## config.mk

```make
export PLATFORM = sky130hd
export DESIGN_NAME = alu_seq
export DESIGN_NICKNAME = d
export VERILOG_FILES = /design/src/rtl/alu_pkg.sv /design/src/rtl/alu_mul_seq.sv /design/src/rtl/alu_seq.sv
export SDC_FILE = /design/constraint.sdc
export NUM_CORES = 1
export LEC_CHECK = 0
export CORE_AREA = 2 2 69 71
export CTS_BUF_LIST = sky130_fd_sc_hd__clkbuf_8
export CTS_CLUSTER_SIZE = 8
export DETAILED_ROUTE_END_ITERATION = 12
export DIE_AREA = 0 0 71 73
export PLACE_DENSITY = 0.79
export SYNTH_ARGS = -nofsm -noshare
export SYNTH_HDL_FRONTEND = slang
export SYNTH_SLANG_ARGS = --single-unit
```

## constraint.sdc

```tcl
create_clock -name clk -period 2.9 [get_ports clk]
set_input_delay 0.29 -clock clk [delete_from_list [all_inputs] [get_ports clk]]
set_output_delay 0.29 -clock clk [all_outputs]
set_load 0.05 [all_outputs]
```

## src/rtl/alu_pkg.sv

```systemverilog
// Shared types for the sequential ALU: op codes, FSM states and the flag bundle.
package alu_pkg;

    localparam logic [2:0] OPC_ADD = 3'b000;
    localparam logic [2:0] OPC_SUB = 3'b001;
    localparam logic [2:0] OPC_AND = 3'b010;
    localparam logic [2:0] OPC_OR  = 3'b011;
    localparam logic [2:0] OPC_XOR = 3'b100;
    localparam logic [2:0] OPC_SHL = 3'b101;
    localparam logic [2:0] OPC_SHR = 3'b110;
    localparam logic [2:0] OPC_MUL = 3'b111;

    typedef enum logic [2:0] {
        OP_ADD = OPC_ADD,
        OP_SUB = OPC_SUB,
        OP_AND = OPC_AND,
        OP_OR  = OPC_OR,
        OP_XOR = OPC_XOR,
        OP_SHL = OPC_SHL,
        OP_SHR = OPC_SHR,
        OP_MUL = OPC_MUL
    } alu_op_e;

    typedef enum logic [1:0] {
        IDLE,
        BUSY,
        DONE
    } alu_state_e;

    typedef struct packed {
        logic z;
        logic c;
        logic v;
        logic s;
    } alu_flags_t;

endpackage

```

## src/rtl/alu_mul_seq.sv

```systemverilog
// Iterative shift-add unsigned multiplier, one partial-product step per cycle.
module alu_mul_seq #(
    parameter int WIDTH = 4
) (
    input  logic               clk,
    input  logic               rst_n,
    input  logic               start,
    input  logic [WIDTH-1:0]   a,
    input  logic [WIDTH-1:0]   b,
    output logic               done,
    output logic [2*WIDTH-1:0] product
);

    localparam int CW = $clog2(WIDTH) + 1;

    logic [CW-1:0]      cnt;
    logic [2*WIDTH-1:0] mcand;
    logic [WIDTH-1:0]   mplier;
    logic [2*WIDTH-1:0] acc;
    logic [2*WIDTH-1:0] acc_nxt;

    // product presents the post-step sum so the final step and the capture share one edge
    assign acc_nxt = acc + (mplier[0] ? mcand : '0);
    assign product = acc_nxt;
    assign done    = (cnt == CW'(1));

    always_ff @(posedge clk or negedge rst_n) begin
        if (!rst_n) begin
            cnt    <= '0;
            mcand  <= '0;
            mplier <= '0;
            acc    <= '0;
        end else if (start) begin
            cnt    <= CW'(WIDTH);
            mcand  <= {{WIDTH{1'b0}}, a};
            mplier <= b;
            acc    <= '0;
        end else if (cnt != '0) begin
            cnt    <= cnt - CW'(1);
            mcand  <= mcand << 1;
            mplier <= mplier >> 1;
            acc    <= acc_nxt;
        end
    end

endmodule

```

## src/rtl/alu_seq.sv

```systemverilog
// Registered 8-op ALU with valid/ready on both sides and a multi-cycle multiply.
// Optional: define ALU_SEQ_SAT_EN to saturate ADD/SUB on signed overflow.
module alu_seq
    import alu_pkg::*;
#(
    parameter int WIDTH = 4,
    parameter int CNT_W = $clog2(WIDTH) + 1
) (
    input  logic             clk,
    input  logic             rst_n,
    input  logic             in_valid,
    output logic             in_ready,
    input  logic [2:0]       op,
    input  logic [WIDTH-1:0] a,
    input  logic [WIDTH-1:0] b,
    output logic             out_valid,
    input  logic             out_ready,
    output logic [WIDTH-1:0] result,
    output logic             Z,
    output logic             C,
    output logic             V,
    output logic             S
);

    localparam int SH_W = CNT_W - 1;

    alu_state_e         state, state_nxt;
    alu_op_e            op_e;
    logic               xfer;
    logic               mul_start;
    logic               mul_done;
    logic [2*WIDTH-1:0] mul_prod;
    alu_flags_t         mul_flags;

    logic [WIDTH-1:0]   bx;
    logic [WIDTH:0]     sum;
    logic [SH_W-1:0]    amt;
    logic [WIDTH:0]     shl_ext;
    logic [WIDTH:0]     shr_ext;
    logic [WIDTH-1:0]   res_c;
    alu_flags_t         flg_c;

    logic [WIDTH-1:0]   result_q;
    alu_flags_t         flags_q;

    assign op_e      = alu_op_e'(op);
    assign in_ready  = (state == IDLE) || (state == DONE && out_ready);
    assign out_valid = (state == DONE);
    assign xfer      = in_valid && in_ready;
    assign mul_start = xfer && (op_e == OP_MUL);

    assign bx  = (op_e == OP_SUB) ? ~b : b;
    assign sum = {1'b0, a} + {1'b0, bx} + {{WIDTH{1'b0}}, (op_e == OP_SUB)};
    assign amt = b[SH_W-1:0];
    // one guard bit beyond the operand catches the last bit shifted out for any amount
    assign shl_ext = {1'b0, a} << amt;
    assign shr_ext = {a, 1'b0} >> amt;

    always_comb begin
        res_c   = '0;
        flg_c   = '0;
        case (op_e)
            OP_ADD, OP_SUB: begin
                res_c   = sum[WIDTH-1:0];
                flg_c.c = sum[WIDTH];
                flg_c.v = (a[WIDTH-1] == bx[WIDTH-1]) && (sum[WIDTH-1] != a[WIDTH-1]);
`ifdef ALU_SEQ_SAT_EN
                if (flg_c.v)
                    res_c = a[WIDTH-1] ? {1'b1, {(WIDTH-1){1'b0}}} : {1'b0, {(WIDTH-1){1'b1}}};
`endif
            end
            OP_AND: res_c = a & b;
            OP_OR:  res_c = a | b;
            OP_XOR: res_c = a ^ b;
            OP_SHL: begin
                res_c   = shl_ext[WIDTH-1:0];
                flg_c.c = shl_ext[WIDTH];
            end
            OP_SHR: begin
                res_c   = shr_ext[WIDTH:1];
                flg_c.c = shr_ext[0];
            end
            default: res_c = '0;
        endcase
        flg_c.z = (res_c == '0);
        flg_c.s = res_c[WIDTH-1];
    end

    always_comb begin
        mul_flags   = '0;
        mul_flags.z = (mul_prod[WIDTH-1:0] == '0);
        mul_flags.c = |mul_prod[2*WIDTH-1:WIDTH];
        mul_flags.s = mul_prod[WIDTH-1];
    end

    always_comb begin
        state_nxt = state;
        case (state)
            IDLE: if (xfer) state_nxt = (op_e == OP_MUL) ? BUSY : DONE;
            BUSY: if (mul_done) state_nxt = DONE;
            DONE: begin
                if (xfer)
                    state_nxt = (op_e == OP_MUL) ? BUSY : DONE;
                else if (out_ready)
                    state_nxt = IDLE;
            end
            default: state_nxt = IDLE;
        endcase
    end

    always_ff @(posedge clk or negedge rst_n) begin
        if (!rst_n) begin
            state    <= IDLE;
            result_q <= '0;
            flags_q  <= '0;
        end else begin
            state <= state_nxt;
            if (xfer && op_e != OP_MUL) begin
                result_q <= res_c;
                flags_q  <= flg_c;
            end else if (state == BUSY && mul_done) begin
                result_q <= mul_prod[WIDTH-1:0];
                flags_q  <= mul_flags;
            end
        end
    end

    alu_mul_seq #(
        .WIDTH (WIDTH)
    ) u_mul (
        .clk     (clk),
        .rst_n   (rst_n),
        .start   (mul_start),
        .a       (a),
        .b       (b),
        .done    (mul_done),
        .product (mul_prod)
    );

    assign result = result_q;
    assign Z      = flags_q.z;
    assign C      = flags_q.c;
    assign V      = flags_q.v;
    assign S      = flags_q.s;

endmodule

```

==> results.ini, run 1 <==
[outcome]
outcome = completed

[power]
pwr-share-comb_pct = 45.5
p_switching_uw = 777.4
p_clk_share_pct = 19.0
power_density_nw_per_um2 = 632.2
seqPwrFrac_pct = 35.5
swShare_pct = 42.01
peakVddDrop_uv = 316.4
leakagePower_uw = 0.001336
intPower_uw = 1073

[critical_path]
crit_top_cell = xnor2_1
required_ps = 3080
crit_type = primary input to flip-flop
crit_path_max_incr_delay_ps = 480
cp_slowest_cell = clkdlybuf4s50_1
arrival_ps = 2810
cp_max_fo = 3
worst-path-buf-inv = 1
path_delay_family = compound AO/OA/AOI/OAI gates
path_cells = clkdlybuf4s50_1 -> nor2b_1 -> and2_1 -> xnor2_1 -> ha_1 -> a211oi_1 -> a211oi_4 -> xnor2_1 -> or3_1 -> o2111a_1 -> a41o_1
endpoint_kind = flip-flop
worstSetupStartpointType = primary input

[route]
vias = 2226
dr.pass1.iters = 4
vias_per_cell = 5.858
ant_nets = 0
drc = 0
wl_per_cell_um = 15.05
drtIter0Drc = 132
finalWirelength_um = 5719

[clock_tree]
path_clk_slew_ps = 70
clkLatencyLatePin_ps = 290
numCtsBuffers = 5
post_cts_buffers = 0
cts_tree = built
clock-root-buffer = clkbuf_8
hold_buffers = 0
ctsResizeCount = 0
cts_sinks = 32
htree_levels = 2
cts_max_path_buffers = 2

[yosys]
synth-edff-count = 0
yosys_warnings = 0
yosysMostFrequentCell = nand2_1
synth_top_area_share_pct = 31.95
synthTopCellsByCount = 44 x nand2_1, 32 x dfrtp_1, 26 x a21oi_1
yosysTopAreaCell = dfrtp_1
postSynthAreaPerCell_um2 = 8.410
ys_ff_latch = 32
yosys-top-cells-area = dfrtp_1 32%, ha_1 11%, nand2_1 6.6%
ys.flop_type = dfrtp_1
synthArstFlopShare_pct = 100.0
yosysSeqAreaShare_pct = 31.95
syn_area_um2 = 2506
synthCells = 298
syn-num-nets = 337
ys_types = 51

[finish]
multiInputGateArea_um2 = 1575
final_area_um2 = 2927
area_delta_synth_final_pct = 16.77
nFillCells = 384
antenna_cells = 0
fin_nets = 364
layout-drive-gt1-share_pct = 7.975
ff_latch_area_um2 = 800.8

[placement]
dp_slack_ps = -45.23
place_area_um2 = 2834
io_buffers = 24
place.gp.congestion = 0.8467
dp_hpwl_um = 4207

[timing]
setup_slack_ps = 275.0
worst_slew_pin_slew_ps = 786.4
fin_crit_ps = 2625
post-route-period-util_pct = 90.52
rsz0062_at_grt = false
hold_viol_final = 0
whs_ps = 399.7
fmax_mhz = 381.0
fin_skew_ps = 5.635
slew_viol_final = 0
setup-violations-final = 0
relSlewSlack_pct = 47.58

[floorplan]
rows = 25
die_h_um = 73
core_area_um2 = 4536
io-pin-count = 25
die_area_um2 = 5183
start_util_pct = 55.26
die_w_um = 71

[grt]
grt_start_max_net_pins = 33
grt_first_pass_wirelength_um = 9929
grt_pass1_vias = 2258
track_usage_pct = 24.16
grt_antenna_before_repair = 0
grt_overflow = 0

[job]
max_cap_violations = 0

[min_path]
holdCritPathClass = primary input to async pin

path summary, 6_finish.rpt:
check,slack (ps),depth (start not counted),end,startpoint
setup / recovery,280,11,Z,op[0]
hold / removal,400,2,state[0],rst_n
setup reg to reg,330,9,C,u_mul.mplier[0]
hold reg to reg,500,2,V,V
max in group asynchronous,2210,2,u_mul.mcand[7],rst_n
min in group clk,500,2,V,V
sequential cells by signal (all words and copies together), names as in the netlist, 2 cells and up:
signal and count:
result 4, state 2, u_mul.acc 8, u_mul.cnt 3, u_mul.mcand 8, u_mul.mplier 4
power by group through the flow:
stage                     combinational (uW)  clock (uW)  sequential (uW)
final                                    843         352              656
after global routing                     927         380              675
after CTS                                847         362              657
after detailed placement                 843           0              666
after global placement                   827           0              660
after floorplan                          515           0              748
metal layers:
metal	wire length [um]	track usage (%)
met1	2533	29.21
met2	2784	42.58
met3	264	4.144
met4	137	10.27
met5	0	0
layout by cell type (no fill, tap or decap), types with 10 or more instances in the layout:
| master | Yosys | final |
|---|---|---|
| nand2_1 | 44 | 44 |
| dfrtp_1 | 32 | 32 |
| a21oi_1 | 26 | 26 |
| clkdlybuf4s50_1 | 0 | 24 |
| ha_1 | 22 | 22 |
| nor2_1 | 17 | 16 |
| inv_1 | 14 | 14 |
| o21ai_1 | 14 | 14 |
| buf_4 | 1 | 12 |
| xnor2_1 | 11 | 11 |
| a211oi_1 | 11 | 11 |
| mux2i_1 | 10 | 10 |
final cells by class:
type                    instances  share of cell area (%)
repair buffers                 36                   11.29
inverters                      16                   2.052
clock buffers                   5                   2.351
well taps                      54                   2.309
multi-input cells             234                   53.83
flip-flops and latches         32                   27.36
clock inverters                 3                  0.8123
through the flow:
step	total power (uW)	instances	util, %	TNS, ps
6_report	1850	380	64.52	0
5_1_grt	1982	380	64.52	0
4_1_cts	1865	380	64.52	0
3_5_place_dp	1509	372	62.48	-45.23
3_3_place_gp	1487	372	62.48	0
2_1_floorplan	1263	298	-	0
cell families after synthesis:
group | synth area share [%]
multiplexers | 4.443
flip-flops | 31.95
buffers and inverters | 5.292
AND/OR/NAND/NOR | 20.22
AO/OA/AOI/OAI | 20.97
adder cells (fa/ha/maj) | 12.58
XOR/XNOR | 4.543
No activity file was read; power rests on OpenSTA's default activity.
==> run 2: changes to the inputs <==
CORE_AREA = 2 2 70 72   (was 2 2 69 71)
CTS_BUF_LIST = not set   (was sky130_fd_sc_hd__clkbuf_8)
DIE_AREA = 0 0 72 74   (was 0 0 71 73)
PLACE_DENSITY = 0.77   (was 0.79)
==> run 2 against run 1 <==
Net effect:
- routed wire length shrank 0.35%
- critical endpoint unchanged
- global-route usage shrank 1.3 points
- register-to-register slack is essentially flat
- clock skew shrank 1.0 ps
- clock power grew 22%
- cell area grew 0.38%
- sequential power grew 0.6%
- setup slack lost 62 ps
- final cell count shrank 0.26%
- largest power group unchanged
- count of clock-buffer cells in the layout is the same
==> results.ini, run 2 (same netlist as run 1, synthesis figures left out) <==
[finish]
antenna_cells = 0  ; unchanged
final_util_pct = 63.89  ; was 64.52%
final_cell_mix = 44 x nand2_1, 32 x dfrtp_1, 26 x a21oi_1  ; unchanged
fin_nets = 363  ; was 364
final_common_cell = nand2_1  ; unchanged
layout-drive-gt1-share_pct = 7.692  ; was 7.975%
layout_top_registers = u_mul.acc: 8 flops, u_mul.mcand: 8 flops  ; unchanged
area_delta_synth_final_pct = 17.22  ; was 16.77%

[timing]
slew_viol_final = 0  ; unchanged
rsz0062_at_grt = false  ; unchanged
worst_slew_pin_slew_ps = 797.8  ; was 786.4 ps
fin_crit_ps = 2687  ; was 2625 ps
fmax_mhz = 372.1  ; was 381.0 MHz
post-route-period-util_pct = 92.67  ; was 90.52%
setup_slack_ps = 212.6  ; was 275.0 ps
hold_viol_final = 0  ; unchanged
whs_ps = 394.7  ; was 399.7 ps
setup-violations-final = 0  ; unchanged
fin_tns_setup_ps = 0  ; unchanged
relSlewSlack_pct = 46.81  ; was 47.58%
fin_skew_ps = 4.629  ; was 5.635 ps

[clock_tree]
ctsResizeCount = 0  ; unchanged
hold_buffers = 0  ; unchanged
clock-root-buffer = clkbuf_8  ; unchanged
htree_levels = 2  ; unchanged
cts_max_path_buffers = 2  ; unchanged
numCtsBuffers = 5  ; unchanged
cts_tree = built  ; unchanged
path_clk_slew_ps = 70  ; about the same
clkLatencyLatePin_ps = 290  ; about the same
post_cts_buffers = 0  ; unchanged
cts_sinks = 32  ; unchanged

[grt]
grt_start_max_net_pins = 33  ; unchanged
grt_overflow = 0  ; unchanged
grt_antenna_before_repair = 0  ; unchanged
gr-usage-met2_pct = 36.63  ; was 42.58%
track_usage_pct = 22.84  ; was 24.16%
grt_first_pass_wirelength_um = 9494  ; was 9929 um
gr-max-usage-layer = met2  ; unchanged
grt_pass1_vias = 2067  ; was 2,258
grt_use_met1_pct = 30.95  ; was 29.21%
use_met3_pct = 4.201  ; was 4.144%

[placement]
dp_hpwl_um = 4275  ; was 4207 um
io_buffers = 24  ; unchanged
dp_slack_ps = -71.37  ; was -45.23 ps
place.gp.congestion = 0.9251  ; was 0.8467

[floorplan]
die_w_um = 72  ; was 71 um
die_h_um = 74  ; was 73 um
die_area_um2 = 5328  ; was 5183 um^2
io-pin-count = 25  ; unchanged
core_area_um2 = 4598  ; was 4536 um^2
start_util_pct = 54.50  ; was 55.26%
rows = 25  ; unchanged

[route]
wl_per_cell_um = 15.04  ; was 15.05 um
drtIter0Drc = 213  ; was 132
vias = 2231  ; was 2,226
ant_nets = 0  ; unchanged
dr.pass1.iters = 4  ; unchanged
drc = 0  ; unchanged
vias_per_cell = 5.887  ; was 5.858
finalWirelength_um = 5699  ; was 5719 um

[power]
leakagePower_uw = 0.001345  ; was 0.001336 uW
power_density_nw_per_um2 = 657.1  ; was 632.2 nW/um^2
peakVddDrop_uv = 271.2  ; was 316.4 uV

[critical_path]
crit_type = primary input to flip-flop  ; unchanged
r2r-start = u_mul.mplier[0]  ; unchanged
endpoint_kind = flip-flop  ; unchanged
crit_start = op[0]  ; unchanged
required_ps = 3080  ; about the same
arrival_ps = 2870  ; was 2810 ps
cp_max_fo = 3  ; unchanged
worstSetupStartpointType = primary input  ; unchanged

[min_path]
holdCritPathClass = primary input to async pin  ; unchanged

[job]
max_cap_violations = 0  ; unchanged

[outcome]
outcome = completed  ; unchanged

run 2: cell types whose count changed in the layout (fill, tap and decap cells not counted):
| cell | delta |
|---|---|
| clkinvlp_4 | -1 |
| bufinv_16 | +1 |
| clkinv_2 | +1 |
| clkinv_4 | -1 |
| buf_4 | -1 |
run 2: layer usage:
layer | vias up | routed length, um
met5 | - | 0
met1 | 1063 | 2623
met3 | 8 | 287
met4 | 0 | 91
met2 | 62 | 2696
li1 | 1098 | -
run 2: worst paths after layout:
path                                  endpoint  slack [ps]  cells after the start
worst max-delay path                         Z         210                     11
worst min-delay path                  state[1]         390                      2
worst max register to register               C         320                      9
worst min register to register               V         510                      2
max in group asynchronous       u_mul.mcand[7]        2210                      2
min in group clk                             V         510                      2
run 2: power breakdown:
part	leakage, uW	total (uW)	internal, uW	switching, uW
Clock	0.0000541	430	254	176
Combinational	0.000873	840	332	508
Sequential	0.000417	660	570	89.8
Total	0.00134	1930	1160	774
run 2: critical path, cell delays in order:
cell	delay (ps)
clkdlybuf4s50_1	490
nor2b_1	180
and2_1	230
xnor2_1	180
ha_1	270
nor3_1	300
a211oi_4	90
xnor2_1	140
or3_1	310
o2111a_1	150
a41o_1	230
run 2: final cells by class:
cell class / instances / area, um^2
tap: 54 / 67.56
fill: 408 / 1660
clock buffer: 5 / 68.82
sequential: 32 / 800.8
timing repair buffer: 35 / 322.8
clock inverter: 3 / 42.54
multi-input combinational: 234 / 1575
inverter: 16 / 60.06
run 2: through the flow:
step,std cells,total power [uW],instance area (um^2)
floorplan,298,1263,2506
global placement,371,1487,2826
detailed placement,371,1509,2826
CTS,379,1943,2938
global route,379,2050,2938
finish,379,1930,2938
==> run 3: changes to the inputs <==
--- a/config.mk
+++ b/config.mk
@@ -12,2 +12,3 @@
 export PLACE_DENSITY = 0.77
+export SLEW_MARGIN = 10
 export SYNTH_ARGS = -nofsm -noshare
==> constraint.sdc (replaced) <==
create_clock -name clk -period 2.9 [get_ports clk]
set_input_delay 0.58 -clock clk [delete_from_list [all_inputs] [get_ports clk]]
set_output_delay 0.58 -clock clk [all_outputs]
set_load 0.05 [all_outputs]
==> run 3 against run 2 <==
Net effect:
- critical path depth down 2
- critical endpoint unchanged
- count of clock-buffer cells in the layout is the same
- total power rose by 1.5%
- via count increased by 1.4%
- register-to-register slack better by 50 ps
- largest cell class unchanged
- largest power group unchanged
==> results.ini, run 3 (same netlist as run 1, synthesis figures left out) <==
[timing]
post-route-period-util_pct = 95.99  ; was 92.67%
whs_ps = 520.8  ; was 394.7 ps
relSlewSlack_pct = 47.97  ; was 46.81%
fin_crit_ps = 2784  ; was 2687 ps
fmax_mhz = 359.2  ; was 372.1 MHz
slew_viol_final = 0  ; unchanged
fin_tns_setup_ps = 0  ; unchanged
worst_slew_pin_slew_ps = 780.5  ; was 797.8 ps
fin_skew_ps = 7.292  ; was 4.629 ps
setup-violations-final = 0  ; unchanged
hold_viol_final = 0  ; unchanged

[clock_tree]
cts_sinks = 32  ; unchanged
ctsResizeCount = 0  ; unchanged
post_cts_buffers = 0  ; unchanged
path_clk_slew_ps = 60  ; was 70 ps
clock-root-buffer = clkbuf_8  ; unchanged
htree_levels = 2  ; unchanged
cts_tree = built  ; unchanged
clkLatencyLatePin_ps = 290  ; about the same
numCtsBuffers = 5  ; unchanged
cts_max_path_buffers = 2  ; unchanged
hold_buffers = 0  ; unchanged

[finish]
ff_latch_area_um2 = 800.8  ; unchanged
layout-drive-gt1-share_pct = 12.43  ; was 7.692%
fin_nets = 376  ; was 363
area_delta_synth_final_pct = 21.42  ; was 17.22%
final_common_cell = nand2_1  ; unchanged
final_util_pct = 66.18  ; was 63.89%
antenna_cells = 0  ; unchanged
layout.cells.non_filler = 392  ; was 379
nFillCells = 383  ; was 408
final_cell_mix = 44 x nand2_1, 32 x dfrtp_1, 26 x a21oi_1  ; unchanged
layout_top_registers = u_mul.acc: 8 flops, u_mul.mcand: 8 flops  ; unchanged
multiInputGateArea_um2 = 1585  ; was 1575 um^2

[critical_path]
endpoint_kind = flip-flop  ; unchanged
cp_max_fo = 3  ; unchanged
arrival_ps = 2960  ; was 2870 ps
r2r_slack_ps = 370  ; was 320 ps
worstSetupStartpointType = primary input  ; unchanged
cp-endpoint = Z  ; unchanged
r2r-end = C  ; unchanged
rr_worst_depth = 9  ; unchanged
required_ps = 3080  ; about the same
crit_type = primary input to flip-flop  ; unchanged
r2r-start = u_mul.mcand[0]  ; was u_mul.mplier[0]
crit_start = op[1]  ; was op[0]

[power]
pwr-share-comb_pct = 44.5  ; was 43.5%
intPower_uw = 1175  ; was 1156 uW
leakagePower_uw = 0.001413  ; was 0.001345 uW
power_density_nw_per_um2 = 644.1  ; was 657.1 nW/um^2
p_switching_uw = 785.0  ; was 774.3 uW
p_clk_share_pct = 22.1  ; was 22.3%
peakVddDrop_uv = 255.0  ; was 271.2 uV
seqPwrFrac_pct = 33.4  ; was 34.2%
swShare_pct = 40.05  ; was 40.11%

[placement]
dp_hpwl_um = 4373  ; was 4275 um
place.gp.congestion = 0.8653  ; was 0.9251
io_buffers = 24  ; unchanged
dp.cells = 384  ; was 371

[floorplan]
core_area_um2 = 4598  ; unchanged
io-pin-count = 25  ; unchanged
die_area_um2 = 5328  ; unchanged
die_w_um = 72  ; unchanged
rows = 25  ; unchanged
start_util_pct = 54.50  ; unchanged
die_h_um = 74  ; unchanged

[route]
finalWirelength_um = 5784  ; was 5699 um
vias = 2263  ; was 2,231
drc = 0  ; unchanged
wl_per_cell_um = 14.76  ; was 15.04 um
dr.pass1.iters = 4  ; unchanged
vias_per_cell = 5.773  ; was 5.887
ant_nets = 0  ; unchanged
drtIter0Drc = 137  ; was 213

[job]
max_cap_violations = 0  ; unchanged

[grt]
grt_start_max_net_pins = 33  ; unchanged
grt_antenna_before_repair = 0  ; unchanged
grt_overflow = 0  ; unchanged
grt_first_pass_wirelength_um = 9742  ; was 9494 um
track_usage_pct = 23.19  ; was 22.84%
grt_pass1_vias = 2157  ; was 2,067

[outcome]
outcome = completed  ; unchanged

[min_path]
holdCritPathClass = flip-flop to flip-flop  ; was primary input to async pin

-- run 3: area by class of cell --
| type | instances | area share [%] |
|---|---|---|
| multi-input combinational | 234 | 52.10 |
| sequential | 32 | 26.32 |
| timing repair buffer | 48 | 13.73 |
| clock buffer | 5 | 2.262 |
| tap | 54 | 2.220 |
| inverter | 16 | 1.974 |
| clock inverter | 3 | 1.398 |
-- run 3: per-stage QoR --
stage          worst slack (ps)  cell area [um^2]  total power (uW)
2_1_floorplan             53.27              2506              1263
3_3_place_gp             -172.8              2922              1508
3_5_place_dp             -294.0              2922              1533
4_1_cts                   12.34              3033              1969
5_1_grt                  -11.60              3043              2082
6_report                  116.3              3043              1960
-- run 3: how the worst min path moves through the flow --
stage / endpoint / slack (ps) / from / cells past startpoint
detailed placement: V / 510 / V / 2
floorplan: C / 280 / rst_n / 0
global placement: V / 490 / V / 2
global route: u_mul.acc[4] / 550 / u_mul.acc[4] / 2
finish: V / 520 / V / 2
CTS: u_mul.mplier[3] / 530 / u_mul.mplier[3] / 2
-- run 3: worst max-delay path: stages --
cell and delay, ps:
clkdlybuf4s50_1 450, or4b_4 550, a21boi_1 150, fa_1 400, xor2_1 170, o21ai_0 160, o21ai_0 130, o21a_1 140
a41o_1 230
-- run 3: power groups by stage --
| stage | logic [uW] | registers (uW) | clock network (uW) |
|---|---|---|---|
| 2_1_floorplan | 515 | 748 | 0 |
| 3_3_place_gp | 853 | 655 | 0 |
| 3_5_place_dp | 871 | 661 | 0 |
| 4_1_cts | 877 | 653 | 438 |
| 5_1_grt | 953 | 668 | 460 |
| 6_report | 873 | 654 | 433 |
-- run 3: per-layer routing --
| layer | global-route usage, % | up-vias | wire (um) |
|---|---|---|---|
| met5 | 0 | - | 0 |
| met2 | 39.71 | 55 | 2782 |
| met1 | 30.44 | 1077 | 2666 |
| met4 | 6.918 | 0 | 110 |
| li1 | - | 1123 | - |
| met3 | 3.930 | 8 | 224 |
==> edit (flow settings as in run 3) <==
`WIDTH` is set to 4 in 2 places; all go to 8.
--- a/src/rtl/alu_mul_seq.sv
+++ b/src/rtl/alu_mul_seq.sv
@@ -1,5 +1,5 @@
 // Iterative shift-add unsigned multiplier, one partial-product step per cycle.
 module alu_mul_seq #(
-    parameter int WIDTH = 4
+    parameter int WIDTH = 8
 ) (
     input  logic               clk,
--- a/src/rtl/alu_seq.sv
+++ b/src/rtl/alu_seq.sv
@@ -4,5 +4,5 @@
     import alu_pkg::*;
 #(
-    parameter int WIDTH = 4,
+    parameter int WIDTH = 8,
     parameter int CNT_W = $clog2(WIDTH) + 1
 ) (
Interface: changed (resized a, b and result); port bits go from 25 to 37. The function was not compared with the original's and may differ.
==> edit against run 3 <==
The run now fails in global placement without I/O (3_1_place_gp_skip_io); area after synthesis increased by 96%.
==> edit: results (changes against run 3) <==
- Post-synthesis cell count: 581 (+95%)
- Top_reg_cell synth: dfrtp_1
- Failing step: global placement without I/O (3_1_place_gp_skip_io)
- Asr flop ratio synth: 100.0% (unchanged)
- Seq cells post-synth: 57 (+78%)
- Seq/Total Area, Yosys: 29.07% (-2.9 points)
- Unique masters post-synth: 67 (+31%)
- Mean area per synthesized cell: 8.444 sq um (+0.41%)
- Post-Syn Nets: 648 (+92%)
- Synth warn: 0 (unchanged)
- Synth cell count leaders: 81 x nand2_1, 57 x dfrtp_1, 48 x a21oi_1, 42 x ha_1, 37 x nor2_1
- Count leader, synth: nand2_1
- Synth area leaders: dfrtp_1 29%, ha_1 11%, nand2_1 6.2%, mux2i_1 5.7%, a21oi_1 4.9%
- Stop Error: [ERROR GPL-0301] Utilization 121.117 % exceeds 100%.
- Outcome: aborted with a tool error
- Post-synth EDFFs: 0 (unchanged)
edit: cell types whose count changed after synthesis, sizes merged, moves of 13 or more:
cell / before / now
dfrtp: 32 / 57
nor2: 17 / 37
nand2: 44 / 81
ha: 22 / 42
a21oi: 26 / 48
o21ai: 20 / 36
mux2i: 10 / 28
clkbuf: 12 / 25
edit: kinds of logic after synthesis:
| logic type | Yosys count | synth area share (%) |
|---|---|---|
| AND/OR/NAND/NOR | 203 | 20.66 |
| flip-flops | 57 | 29.07 |
| buffers and inverters | 58 | 4.744 |
| adder cells (fa/ha/maj) | 44 | 11.53 |
| AO/OA/AOI/OAI | 158 | 21.12 |
| XOR/XNOR | 26 | 4.642 |
| multiplexers | 35 | 8.238 |
